==> config.mk <==
export PLATFORM = sky130hd
export DESIGN_NAME = serial_comparator
export DESIGN_NICKNAME = d
export VERILOG_FILES = /design/src/rtl/serial_comparator_pkg.sv /design/src/rtl/serial_comparator_slice.sv /design/src/rtl/serial_comparator.sv
export SDC_FILE = /design/constraint.sdc
export NUM_CORES = 1
export LEC_CHECK = 0
export ABC_AREA = 1
export BUFFER_PORTS_ARGS = -buffer_cell sky130_fd_sc_hd__clkbuf_2
export CAP_MARGIN = 10
export CORE_MARGIN = 2
export CORE_UTILIZATION = 50
export CTS_BUF_LIST = sky130_fd_sc_hd__clkbuf_4 sky130_fd_sc_hd__clkbuf_8
export CTS_CLUSTER_DIAMETER = 80
export DETAILED_ROUTE_END_ITERATION = 7
export GPL_ROUTABILITY_DRIVEN = 0
export PLACE_DENSITY = 0.76
export SLEW_MARGIN = 20
export SYNTH_ARGS = -nofsm -noshare
export SYNTH_HDL_FRONTEND = slang
export SYNTH_SLANG_ARGS = --single-unit
==> constraint.sdc <==
create_clock -name clk -period 1 [get_ports clk]
set_input_delay 0.2 -clock clk [delete_from_list [all_inputs] [get_ports clk]]
set_output_delay 0.2 -clock clk [all_outputs]
set_load 0.02 [all_outputs]
==> src/rtl/serial_comparator_pkg.sv <==
// Shared types and constants for the bit-serial magnitude comparator.
package serial_cmp_pkg;

  localparam int DEFAULT_WIDTH = 8;

  localparam logic [1:0] ST_IDLE  = 2'd0;
  localparam logic [1:0] ST_SHIFT = 2'd1;
  localparam logic [1:0] ST_DONE  = 2'd2;

  typedef enum logic [1:0] {
    IDLE  = ST_IDLE,
    SHIFT = ST_SHIFT,
    DONE  = ST_DONE
  } state_t;

endpackage

==> src/rtl/serial_comparator_slice.sv <==
// One MSB-first comparison step: carries "equal so far" and "greater so far".
module bit_compare_slice (
  input  logic a1,
  input  logic b1,
  input  logic e0,
  input  logic g0,
  output logic e1,
  output logic g1
);

  assign e1 = e0 & ~(a1 ^ b1);
  assign g1 = g0 | (e0 & a1 & ~b1);

endmodule

==> src/rtl/serial_comparator.sv <==
// Bit-serial unsigned comparator, MSB first, one bit per clock.
// Optional macro SERIAL_CMP_EARLY_EXIT_EN ends the scan at the first differing bit.
module serial_comparator
  import serial_cmp_pkg::*;
#(
  parameter int WIDTH = DEFAULT_WIDTH
) (
  input  logic             clk,
  input  logic             reset,
  input  logic             start,
  input  logic [WIDTH-1:0] a,
  input  logic [WIDTH-1:0] b,
  output logic             busy,
  output logic             done,
  output logic             eq,
  output logic             gt,
  output logic             lt
);

  localparam int CW = $clog2(WIDTH + 1);

  state_t           state_r;
  state_t           state_next_s;
  logic [WIDTH-1:0] a_sh_r;
  logic [WIDTH-1:0] b_sh_r;
  logic             e_acc_r;
  logic             g_acc_r;
  logic [CW-1:0]    cnt_r;
  logic             e1_s;
  logic             g1_s;
  logic             load_s;
  logic             step_s;
  logic             finish_s;

  bit_compare_slice u_slice (
    .a1 (a_sh_r[WIDTH-1]),
    .b1 (b_sh_r[WIDTH-1]),
    .e0 (e_acc_r),
    .g0 (g_acc_r),
    .e1 (e1_s),
    .g1 (g1_s)
  );

`ifdef SERIAL_CMP_EARLY_EXIT_EN
  // Once a bit differs the outcome is fixed, so the remaining bits are skipped.
  assign finish_s = (cnt_r == CW'(1)) | ~e1_s;
`else
  assign finish_s = (cnt_r == CW'(1));
`endif

  // Next-state and datapath control.
  always_comb begin
    state_next_s = state_r;
    load_s       = 1'b0;
    step_s       = 1'b0;
    case (state_r)
      IDLE, DONE: begin
        if (start) begin
          state_next_s = SHIFT;
          load_s       = 1'b1;
        end else begin
          state_next_s = IDLE;
        end
      end
      SHIFT: begin
        step_s = 1'b1;
        if (finish_s) begin
          state_next_s = DONE;
        end else begin
          state_next_s = SHIFT;
        end
      end
      default: begin
        state_next_s = IDLE;
      end
    endcase
  end

  // State, operand shifters, accumulators and registered result.
  always_ff @(posedge clk) begin
    if (reset) begin
      state_r <= IDLE;
      busy    <= 1'b0;
      done    <= 1'b0;
      eq      <= 1'b0;
      gt      <= 1'b0;
      lt      <= 1'b0;
      a_sh_r  <= '0;
      b_sh_r  <= '0;
      e_acc_r <= 1'b1;
      g_acc_r <= 1'b0;
      cnt_r   <= '0;
    end else begin
      state_r <= state_next_s;
      busy    <= (state_next_s == SHIFT);
      done    <= (state_next_s == DONE);
      if (load_s) begin
        a_sh_r  <= a;
        b_sh_r  <= b;
        e_acc_r <= 1'b1;
        g_acc_r <= 1'b0;
        cnt_r   <= CW'(WIDTH);
      end else if (step_s) begin
        a_sh_r  <= {a_sh_r[WIDTH-2:0], 1'b0};
        b_sh_r  <= {b_sh_r[WIDTH-2:0], 1'b0};
        e_acc_r <= e1_s;
        g_acc_r <= g1_s;
        cnt_r   <= cnt_r - CW'(1);
        if (finish_s) begin
          eq <= e1_s;
          gt <= g1_s;
          lt <= ~e1_s & ~g1_s;
        end
      end
    end
  end

endmodule

==> out/metrics.cfg, run 1 <==
[critical_path]
critPathMaxStageDelay_ps = 400
slowest_stage = dfxtp_4
crit_family = flip-flops
cp-end-kind = flip-flop
cp_cell_sequence = inv_4, nor2_4, buf_6, nand2_8, nand2_2, a21oi_2
worstPathMaxFanout = 6
start_kind = flip-flop
crit_buf_inv = 2
required_ps = 1220
cp.arrival_ps = 1380
worstSetupPathType = reg -> reg

[timing]
clock_skew_ps = 5.792
setup_slack_ps = -158.7
drv_slew = 0
tightest_slew_ps = 241.6
setup_violations = 28
rsz0062_at_grt = yes
slew_headroom_pct = 83.85
fin_crit_sh_pct = 115.9
finalHoldViolCount = 0
fin_crit_ps = 1159
fmax_ghz = 0.8630

[floorplan]
die_w_um = 53.60
io_pins = 24
start_util_pct = 54.04
die_area_um2 = 2872
core_um2 = 2276
die_y_um = 53.60
rows = 17

[global_routing]
gr-total-overflow = 0
gr-usage-all-layers_pct = 27.60
grt_pass1_vias = 1260
grt_pass1_wl_mm = 5.444
grt_max_degree = 18
antenna_found_initial = 0

[clock_network]
cts.sinks = 29
cts-root-buf = clkbuf_4
htree_levels = 2
clock_path_buffers = 2
clk_pin_slew_ps = 100
cts_made_buffers = 5
clock_latency_ps = 330
cts_tree = done

[finish]
area_delta_synth_final_pct = 47.71
post-route-cell-area_um2 = 1817
final-seq-area_um2 = 594.3
drive_above_1_share_pct = 50.00
fillerInstances = 135
nets = 224
diodes = 0
multi_input_area_um2 = 709.4
instances_no_fill = 232

[logic_synthesis]
ys_seq_area_share_pct = 47.20
synthesis.nets = 181
yosys.area.top_type_share_pct = 47.20
synth.largest_area_cell = dfxtp_1
synthArstFlopShare_pct = 0
synth_common_cells = 54 x nand2_1, 29 x dfxtp_1, 12 x a31oi_1, 12 x inv_1, 10 x nor2_1
synth_seq_cells = 29
synthFlopType = dfxtp_1
yosysMostFrequentCell = nand2_1
yosys_warnings = 0
synth_cells = 160
syn_area_um2 = 1230
syn_avg_cell_area_um2 = 7.687
synth_edf_count = 0
synthTopCellsByArea = dfxtp_1 47%, nand2_1 16%, a31oi_1 6.1%, inv_1 3.7%, a21oi_1 3.3%
synth.distinct_cells = 23

[power_and_ir_drop]
power.leakage_nw = 0.7408
power_density_nw_per_um2 = 1515
ir_worst_vdd_mv = 1.602

[placed_design]
place_area_um2 = 1434
dp_hpwl_mm = 1.981
numPortBuffers = 23
pre_cts_slack_ps = -142.2
dp_cells = 216

[job]
cap_viol_max_count = 0

[outcome]
outcome = finished with violations
violations = negative setup slack

[hold_path]
hp-class = in -> reg

[routing]
totalWireLength_mm = 3.781
vias = 1284
postRouteAntennaNets = 0
drtIter0Drc = 54
avgViaCountPerCell = 5.534
routedWlPerCell_um = 16.30
route.detailed.drc = 0
first_pass_iters = 5

[report_power, final]
group,leakage (nW),internal (W),switching (W)
clock network,0.0413,0.000407,0.000420
registers,0.242,0.00124,0.0000650
logic,0.457,0.000266,0.000360
total,0.741,0.00191,0.000844
[repair_timing]
action	CTS	global route
gates cloned	2	0
hold endpoints to repair	0	0
setup endpoints to repair	31	34
pin swaps	9	20
hold buffers	0	0
gates resized for setup	50	32
setup buffers	5	1
[final timing paths]
check	from	endpoint	slack, ps	cells past startpoint
worst max register to register	state_r[0]	lt	-160	6
worst min register to register	a_sh_r[0]	a_sh_r[0]	470	2
worst min-delay path	a[0]	a_sh_r[0]	110	3
worst max-delay path	state_r[0]	lt	-160	6
[cell usage in the layout (no fill, tap or decap), types with 2 or more instances in the layout]
master	Yosys	final
a31oi_1	12	12
or2_4	0	2
buf_6	0	5
inv_4	0	2
inv_8	0	2
nand2_1	54	44
nand3_1	7	3
nor3_1	2	2
o211ai_1	2	2
nor2_1	10	5
o21ai_1	0	2
a21oi_1	8	3
nand2_8	0	2
inv_1	12	8
clkbuf_8	0	2
buf_4	3	12
dfxtp_1	29	20
clkbuf_2	0	18
a211oi_2	0	2
nor2_4	2	5
nand2_4	2	2
a21oi_2	0	5
buf_8	1	5
nor2_2	0	2
clkbuf_4	0	5
dfxtp_2	0	8
inv_2	1	3
nand2_2	1	9
nand3_2	0	3
[flip-flops by register name (all words and copies together) (netlist names)]
register and count:
cnt_r 4, b_sh_r 8, e_acc_r 1, done 1, eq 1, state_r 2
gt 1, a_sh_r 8, busy 1, lt 1, g_acc_r 1
[per-layer routing]
layer | vias to the layer above | part of all wire [%] | wire length [um] | track usage (%)
li1 | 608 | - | - | -
met1 | 590 | 40 | 1531 | 30.09
met2 | 70 | 50 | 1872 | 46.09
met3 | 16 | 6.6 | 248 | 11.11
met4 | 0 | 3.4 | 129 | 14.10
met5 | - | 0 | 0 | 0
[worst register-to-register path: stages (launching register included)]
cell     delay (ps)
dfxtp_4         400
inv_4            50
nor2_4          230
buf_6           160
nand2_8          60
nand2_2          80
a21oi_2          60
[per-stage QoR]
stage	TNS (ps)	total power [W]	hold WS, ps	util [%]
final	-2324	0.002753	105.6	79.82
after floorplan	-3.424	0.001590	347.4	-
after global placement	-414.4	0.001719	444.7	63.00
after detailed placement	-1108	0.001733	450.5	63.00
after CTS	-710.2	0.002636	102.3	74.93
after global routing	-3877	0.002872	105.0	79.82
[final cells by class]
class	instances	area share, %
clock inverter	1	0.2755
tap	28	1.928
inverter	14	3.581
multi-input combinational	111	39.05
clock buffer	7	3.581
timing repair buffer	41	18.25
sequential	29	32.71
timing repair inverter	1	0.6198
[cells by family (layout without fill, tap and decap cells)]
| kind of cell | count (synthesis) | count (layout) | synth area share, % |
|---|---|---|---|
| flip-flops | 29 | 29 | 47.20 |
| buffers and inverters | 20 | 64 | 8.341 |
| AO/OA/AOI/OAI | 27 | 27 | 13.02 |
| AND/OR/NAND/NOR | 82 | 82 | 29.40 |
| adder cells (fa/ha/maj) | 2 | 2 | 2.034 |
Note: power is estimated with default switching activity, not from simulation.
==> run 2, diff against run 1 <==
--- a/config.mk
+++ b/config.mk
@@ -8,13 +8,15 @@
 export ABC_AREA = 1
 export BUFFER_PORTS_ARGS = -buffer_cell sky130_fd_sc_hd__clkbuf_2
 export CAP_MARGIN = 10
+export CORE_ASPECT_RATIO = 0.9
 export CORE_MARGIN = 2
 export CORE_UTILIZATION = 50
 export CTS_BUF_LIST = sky130_fd_sc_hd__clkbuf_4 sky130_fd_sc_hd__clkbuf_8
 export CTS_CLUSTER_DIAMETER = 80
 export DETAILED_ROUTE_END_ITERATION = 7
 export GPL_ROUTABILITY_DRIVEN = 0
-export PLACE_DENSITY = 0.76
+export PLACE_DENSITY = 0.73
+export REMOVE_ABC_BUFFERS = 1
 export SLEW_MARGIN = 20
 export SYNTH_ARGS = -nofsm -noshare
 export SYNTH_HDL_FRONTEND = slang
==> constraint.sdc (replaced) <==
create_clock -name clk -period 1.2 [get_ports clk]
set_input_delay 0.24 -clock clk [delete_from_list [all_inputs] [get_ports clk]]
set_output_delay 0.24 -clock clk [all_outputs]
set_load 0.02 [all_outputs]
==> run 2 against run 1 <==
Net effect:
- the flow now finishes without violations
- total power fell by 29%
- cell count fell by 6.9%
- clock-buffer cell count fell by 2
- clock power fell by 32%
- highest routed layer unchanged
- fmax rose by 4.6%
- clock skew rose by 7.1 ps
- design area fell by 20%
- register-to-register slack improved by 250 ps
- via count fell by 15%
- die area barely moved
==> out/metrics.cfg, run 2 (same netlist as run 1, synthesis figures left out) <==
[routing]
postRouteAntennaNets = 0
first_pass_iters = 4
avgViaCountPerCell = 5.037
totalWireLength_mm = 2.409
drtIter0Drc = 34
vias = 1088
routedWlPerCell_um = 11.15
route.detailed.drc = 0

[finish]
area_delta_synth_final_pct = 17.90
final_cell_mix = 53 x nand2_1, 27 x dfxtp_1, 23 x clkbuf_2
fillerInstances = 240
largestRegisters = a_sh_r: 8 flops, b_sh_r: 8 flops, cnt_r: 4 flops
diodes = 0
drive_above_1_share_pct = 26.06
post-route-util_pct = 60.33
nets = 208
final_common_cell = nand2_1

[hold_path]
hp-class = in -> reg

[power_and_ir_drop]
comb_power_share_pct = 16.8
ir_worst_vdd_mv = 1.084
p_int_w = 0.001378
swShare_pct = 29.77
power.share.clock_pct = 28.7
power_density_nw_per_um2 = 1353
power_frac_seq_pct = 54.6
power.leakage_nw = 0.6160
power.switching_w = 0.0005843

[global_routing]
grt_pass1_vias = 998
gr-usage-all-layers_pct = 19.37
gr-total-overflow = 0
grt_max_degree = 21
antenna_found_initial = 0
grt_pass1_wl_mm = 4.126

[floorplan]
die_area_um2 = 2873
die_w_um = 56.28
core_um2 = 2404
rows = 17
die_y_um = 51.05
io_pins = 24
start_util_pct = 51.17

[critical_path]
slowest_stage = dfxtp_4
crit_family = simple AND/OR/NAND/NOR gates
cp.arrival_ps = 1310
crit_buf_inv = 1
start_kind = flip-flop
cp_cell_sequence = inv_2, nand2_4, or2_2, o211ai_1, nor2_1
worstSetupPathType = reg -> reg
critPathMaxStageDelay_ps = 380
worstPathMaxFanout = 7
cp-end-kind = flip-flop
r2r_setup_slack_ps = 90
required_ps = 1410

[timing]
whs_ps = 135.6
fin_crit_sh_pct = 92.33
clock_skew_ps = 12.84
setup_slack_ps = 92.10
fin_crit_ps = 1108
drv_slew = 0
rsz0062_at_grt = yes
setup_violations = 0
slew_headroom_pct = 75.78
finalHoldViolCount = 0
tightest_slew_ps = 362.4
fmax_ghz = 0.9026

[placed_design]
dp_hpwl_mm = 1.787
numPortBuffers = 23
pre_cts_slack_ps = 67.85

[clock_network]
cts_hold_buffers = 0
cts_made_buffers = 5
cts_tree = done
cts.sinks = 29
htree_levels = 2
clock_path_buffers = 2
clock_latency_ps = 330
clk_pin_slew_ps = 100
post_cts_buffers = 0
cts-root-buf = clkbuf_4

[outcome]
outcome = completed

[job]
cap_viol_max_count = 0

==> run 2: cell types whose count changed in the layout (fill, tap and decap cells not counted), sizes merged <==
cell | previous run | this run
inv | 15 | 14
buf | 23 | 3
clkinv | 1 | 2
clkbuf | 25 | 28
clkinvlp | 0 | 1
==> run 2: path summary, 6_finish.rpt <==
path                                 start        end  depth (start not counted)
worst max-delay path            state_r[0]  b_sh_r[7]                          5
worst min-delay path                  b[0]  b_sh_r[0]                          3
worst max register to register  state_r[0]  b_sh_r[7]                          5
worst min register to register   b_sh_r[0]  b_sh_r[0]                          2
==> run 2: what timing repair did <==
item | CTS | global route
endpoints found under the setup margin | 0 | 17
resized for setup | 0 | 9
endpoints found under the hold margin | 0 | 0
==> run 2: final cells by class <==
cell class | count | area (um^2) | area share (%)
Tap cell | 28 | 35.03 | 2.416
Clock inverter | 3 | 17.52 | 1.208
Timing Repair Buffer | 26 | 150.1 | 10.35
Sequential cell | 29 | 585.6 | 40.38
Inverter | 14 | 57.56 | 3.969
Clock buffer | 5 | 37.54 | 2.588
Multi-Input combinational cell | 111 | 566.8 | 39.09
==> run 2: per-layer routing <==
metal  share of wire [%]  up-vias  global-route usage [%]
met3                 4.4        2                   6.076
met2                  50       23                   33.33
met4                0.83        0                   11.90
li1                    -      574                       -
met5                   0        -                       0
met1                  45      489                   20.89
==> run 2: metrics by stage <==
stage	power, W	setup TNS [ps]	cell area (um^2)	std cells
6_report	0.001963	0	1450	216
5_1_grt	0.002083	-50.58	1450	216
4_1_cts	0.001968	0	1425	216
3_5_place_dp	0.001412	0	1370	208
3_3_place_gp	0.001400	0	1370	208
2_1_floorplan	0.001289	0	1185	154
==> run 2: worst register-to-register path: cells and delay by family, from the launching register on <==
family | cells | cell delay [ps]
compound gates | 1 | 80
buf+inv | 1 | 100
flops | 1 | 380
simple gates | 3 | 430
==> run 2: power by group through the flow <==
| stage | clock network (W) | registers (W) | logic (W) |
|---|---|---|---|
| after floorplan | 0 | 0.00109 | 0.000201 |
| after global placement | 0 | 0.00109 | 0.000313 |
| after detailed placement | 0 | 0.00109 | 0.000322 |
| after CTS | 0.000576 | 0.00107 | 0.000323 |
| after global routing | 0.000631 | 0.00108 | 0.000374 |
| final | 0.000563 | 0.00107 | 0.000329 |
==> run 3, diff against run 2 <==
--- a/config.mk
+++ b/config.mk
@@ -8,7 +8,7 @@
 export ABC_AREA = 1
 export BUFFER_PORTS_ARGS = -buffer_cell sky130_fd_sc_hd__clkbuf_2
 export CAP_MARGIN = 10
-export CORE_ASPECT_RATIO = 0.9
+export CORE_ASPECT_RATIO = 0.6
 export CORE_MARGIN = 2
 export CORE_UTILIZATION = 50
 export CTS_BUF_LIST = sky130_fd_sc_hd__clkbuf_4 sky130_fd_sc_hd__clkbuf_8
==> run 3 against run 2 <==
Net effect:
- sequential share of layout area shrank 0.89 points
- fmax shrank 2.9%
- hold slack gained 61 ps
- cell count grew 0.46%
- combinational power shrank 1%
- sequential power is essentially flat
- largest power group unchanged
- highest routed layer unchanged
==> out/metrics.cfg, run 3 (same netlist as run 1, synthesis figures left out) <==
[clock_network]
cts.sinks = 29
htree_levels = 2
cts_hold_buffers = 0
clock_latency_ps = 270
cts_made_buffers = 5
clk_pin_slew_ps = 60
cts-root-buf = clkbuf_8
clock_path_buffers = 2
cts_tree = done

[global_routing]
grt_pass1_wl_mm = 4.526
antenna_found_initial = 0
gr-total-overflow = 0
grt_max_degree = 21
grt_pass1_vias = 1047
gr-usage-all-layers_pct = 21.32

[finish]
final-seq-area_um2 = 583.1
post-route-cell-area_um2 = 1476
drive_above_1_share_pct = 25.67
final_cell_mix = 53 x nand2_1, 27 x dfxtp_1, 23 x clkbuf_2
nets = 208
diodes = 0
multi_input_area_um2 = 566.8
largestRegisters = a_sh_r: 8 flops, b_sh_r: 8 flops, cnt_r: 4 flops
instances_no_fill = 217
fillerInstances = 200
final_common_cell = nand2_1
area_delta_synth_final_pct = 20.04

[floorplan]
rows = 13
die_y_um = 42.42
start_util_pct = 54.79
die_w_um = 68.03
io_pins = 24
core_um2 = 2245
die_area_um2 = 2885

[power_and_ir_drop]
power_frac_seq_pct = 48.6
power.switching_w = 0.0005886
power_density_nw_per_um2 = 1503
power.share.clock_pct = 36.7
totalPowerFinal_w = 0.002218
ir_worst_vdd_mv = 0.7523
p_int_w = 0.001630
comb_power_share_pct = 14.7
power.leakage_nw = 0.6297
swShare_pct = 26.53

[timing]
fin_crit_sh_pct = 95.04
tightest_slew_ps = 365.5
clock_skew_ps = 4.853
finalSetupTns_ps = 0
finalHoldViolCount = 0
drv_slew = 0
setup_violations = 0
setup_slack_ps = 59.55
fmax_ghz = 0.8768
slew_headroom_pct = 75.57
fin_crit_ps = 1140

[routing]
drtIter0Drc = 30
route.detailed.drc = 0
postRouteAntennaNets = 0
totalWireLength_mm = 2.670
vias = 1117
first_pass_iters = 4
routedWlPerCell_um = 12.30
avgViaCountPerCell = 5.147

[placed_design]
pre_cts_slack_ps = 25.38
dp_cells = 210
place_area_um2 = 1360
dp_hpwl_mm = 1.884
numPortBuffers = 23

[critical_path]
cp.arrival_ps = 1330
worstPathMaxFanout = 12
start_kind = flip-flop
worstSetupPathType = reg -> reg
required_ps = 1390
cp-end-kind = flip-flop

[job]
cap_viol_max_count = 0

[outcome]
outcome = completed

[hold_path]
hp-class = in -> reg

[run 3: cell count changes in the layout (fill, tap and decap cells not counted)]
| cell | delta |
|---|---|
| buf_12 | -1 |
| buf_6 | +1 |
| clkbuf_4 | -4 |
| clkbuf_8 | +6 |
| clkinv_2 | -2 |
| clkinvlp_4 | -1 |
| dfxtp_2 | +1 |
| dfxtp_4 | -1 |
| o21ai_0 | -1 |
| o21ai_1 | +1 |
[run 3: layer usage]
layer  vias to the layer above  global-route usage (%)  share of wire (%)
met3                         2                   7.258                8.9
met2                        35                   31.26                 44
met4                         0                   7.200               0.45
li1                        570                       -                  -
met5                         -                       0                  0
met1                       510                   29.07                 46
[run 3: stage by stage]
| stage | util (%) | hold slack, ps |
|---|---|---|
| 2_1_floorplan | - | 309.1 |
| 3_3_place_gp | 60.59 | 448.2 |
| 3_5_place_dp | 60.59 | 457.8 |
| 4_1_cts | 64.66 | 192.4 |
| 5_1_grt | 65.77 | 214.4 |
| 6_report | 65.77 | 196.6 |
[run 3: area by class of cell]
cell class / count / share of cell area (%)
Sequential cell: 29 / 39.49
Multi-Input combinational cell: 111 / 38.39
Timing Repair Buffer: 26 / 9.576
Inverter: 14 / 3.898
Tap cell: 30 / 2.542
Clock buffer: 7 / 6.102
[run 3: critical path: stages, from the launching register on]
cell	delay, ps
dfxtp_2	400
inv_2	80
nor2_4	170
buf_6	180
nand2_1	60
a31oi_1	180
[run 3: timing repair]
action	4_1_cts	5_1_grt
gates resized for setup	1	9
endpoints found under the setup margin	1	5
gates cloned	0	0
pin swaps	0	1
setup buffers	0	0
endpoints found under the hold margin	0	0
[run 3: worst paths after layout]
check / startpoint / end / slack, ps / depth (start not counted)
worst max-delay path: state_r[0] / a_sh_r[2] / 60 / 5
worst min-delay path: a[0] / a_sh_r[0] / 200 / 3
worst max register to register: state_r[0] / a_sh_r[2] / 60 / 5
worst min register to register: a_sh_r[0] / a_sh_r[0] / 460 / 2
[run 3: power by group through the flow]
| stage | Sequential (W) | Clock [W] | Combinational (W) |
|---|---|---|---|
| floorplan | 0.00109 | 0 | 0.000201 |
| global route | 0.00109 | 0.000880 | 0.000366 |
| detailed placement | 0.00109 | 0 | 0.000308 |
| CTS | 0.00108 | 0.000829 | 0.000310 |
| finish | 0.00108 | 0.000815 | 0.000325 |
| global placement | 0.00109 | 0 | 0.000300 |
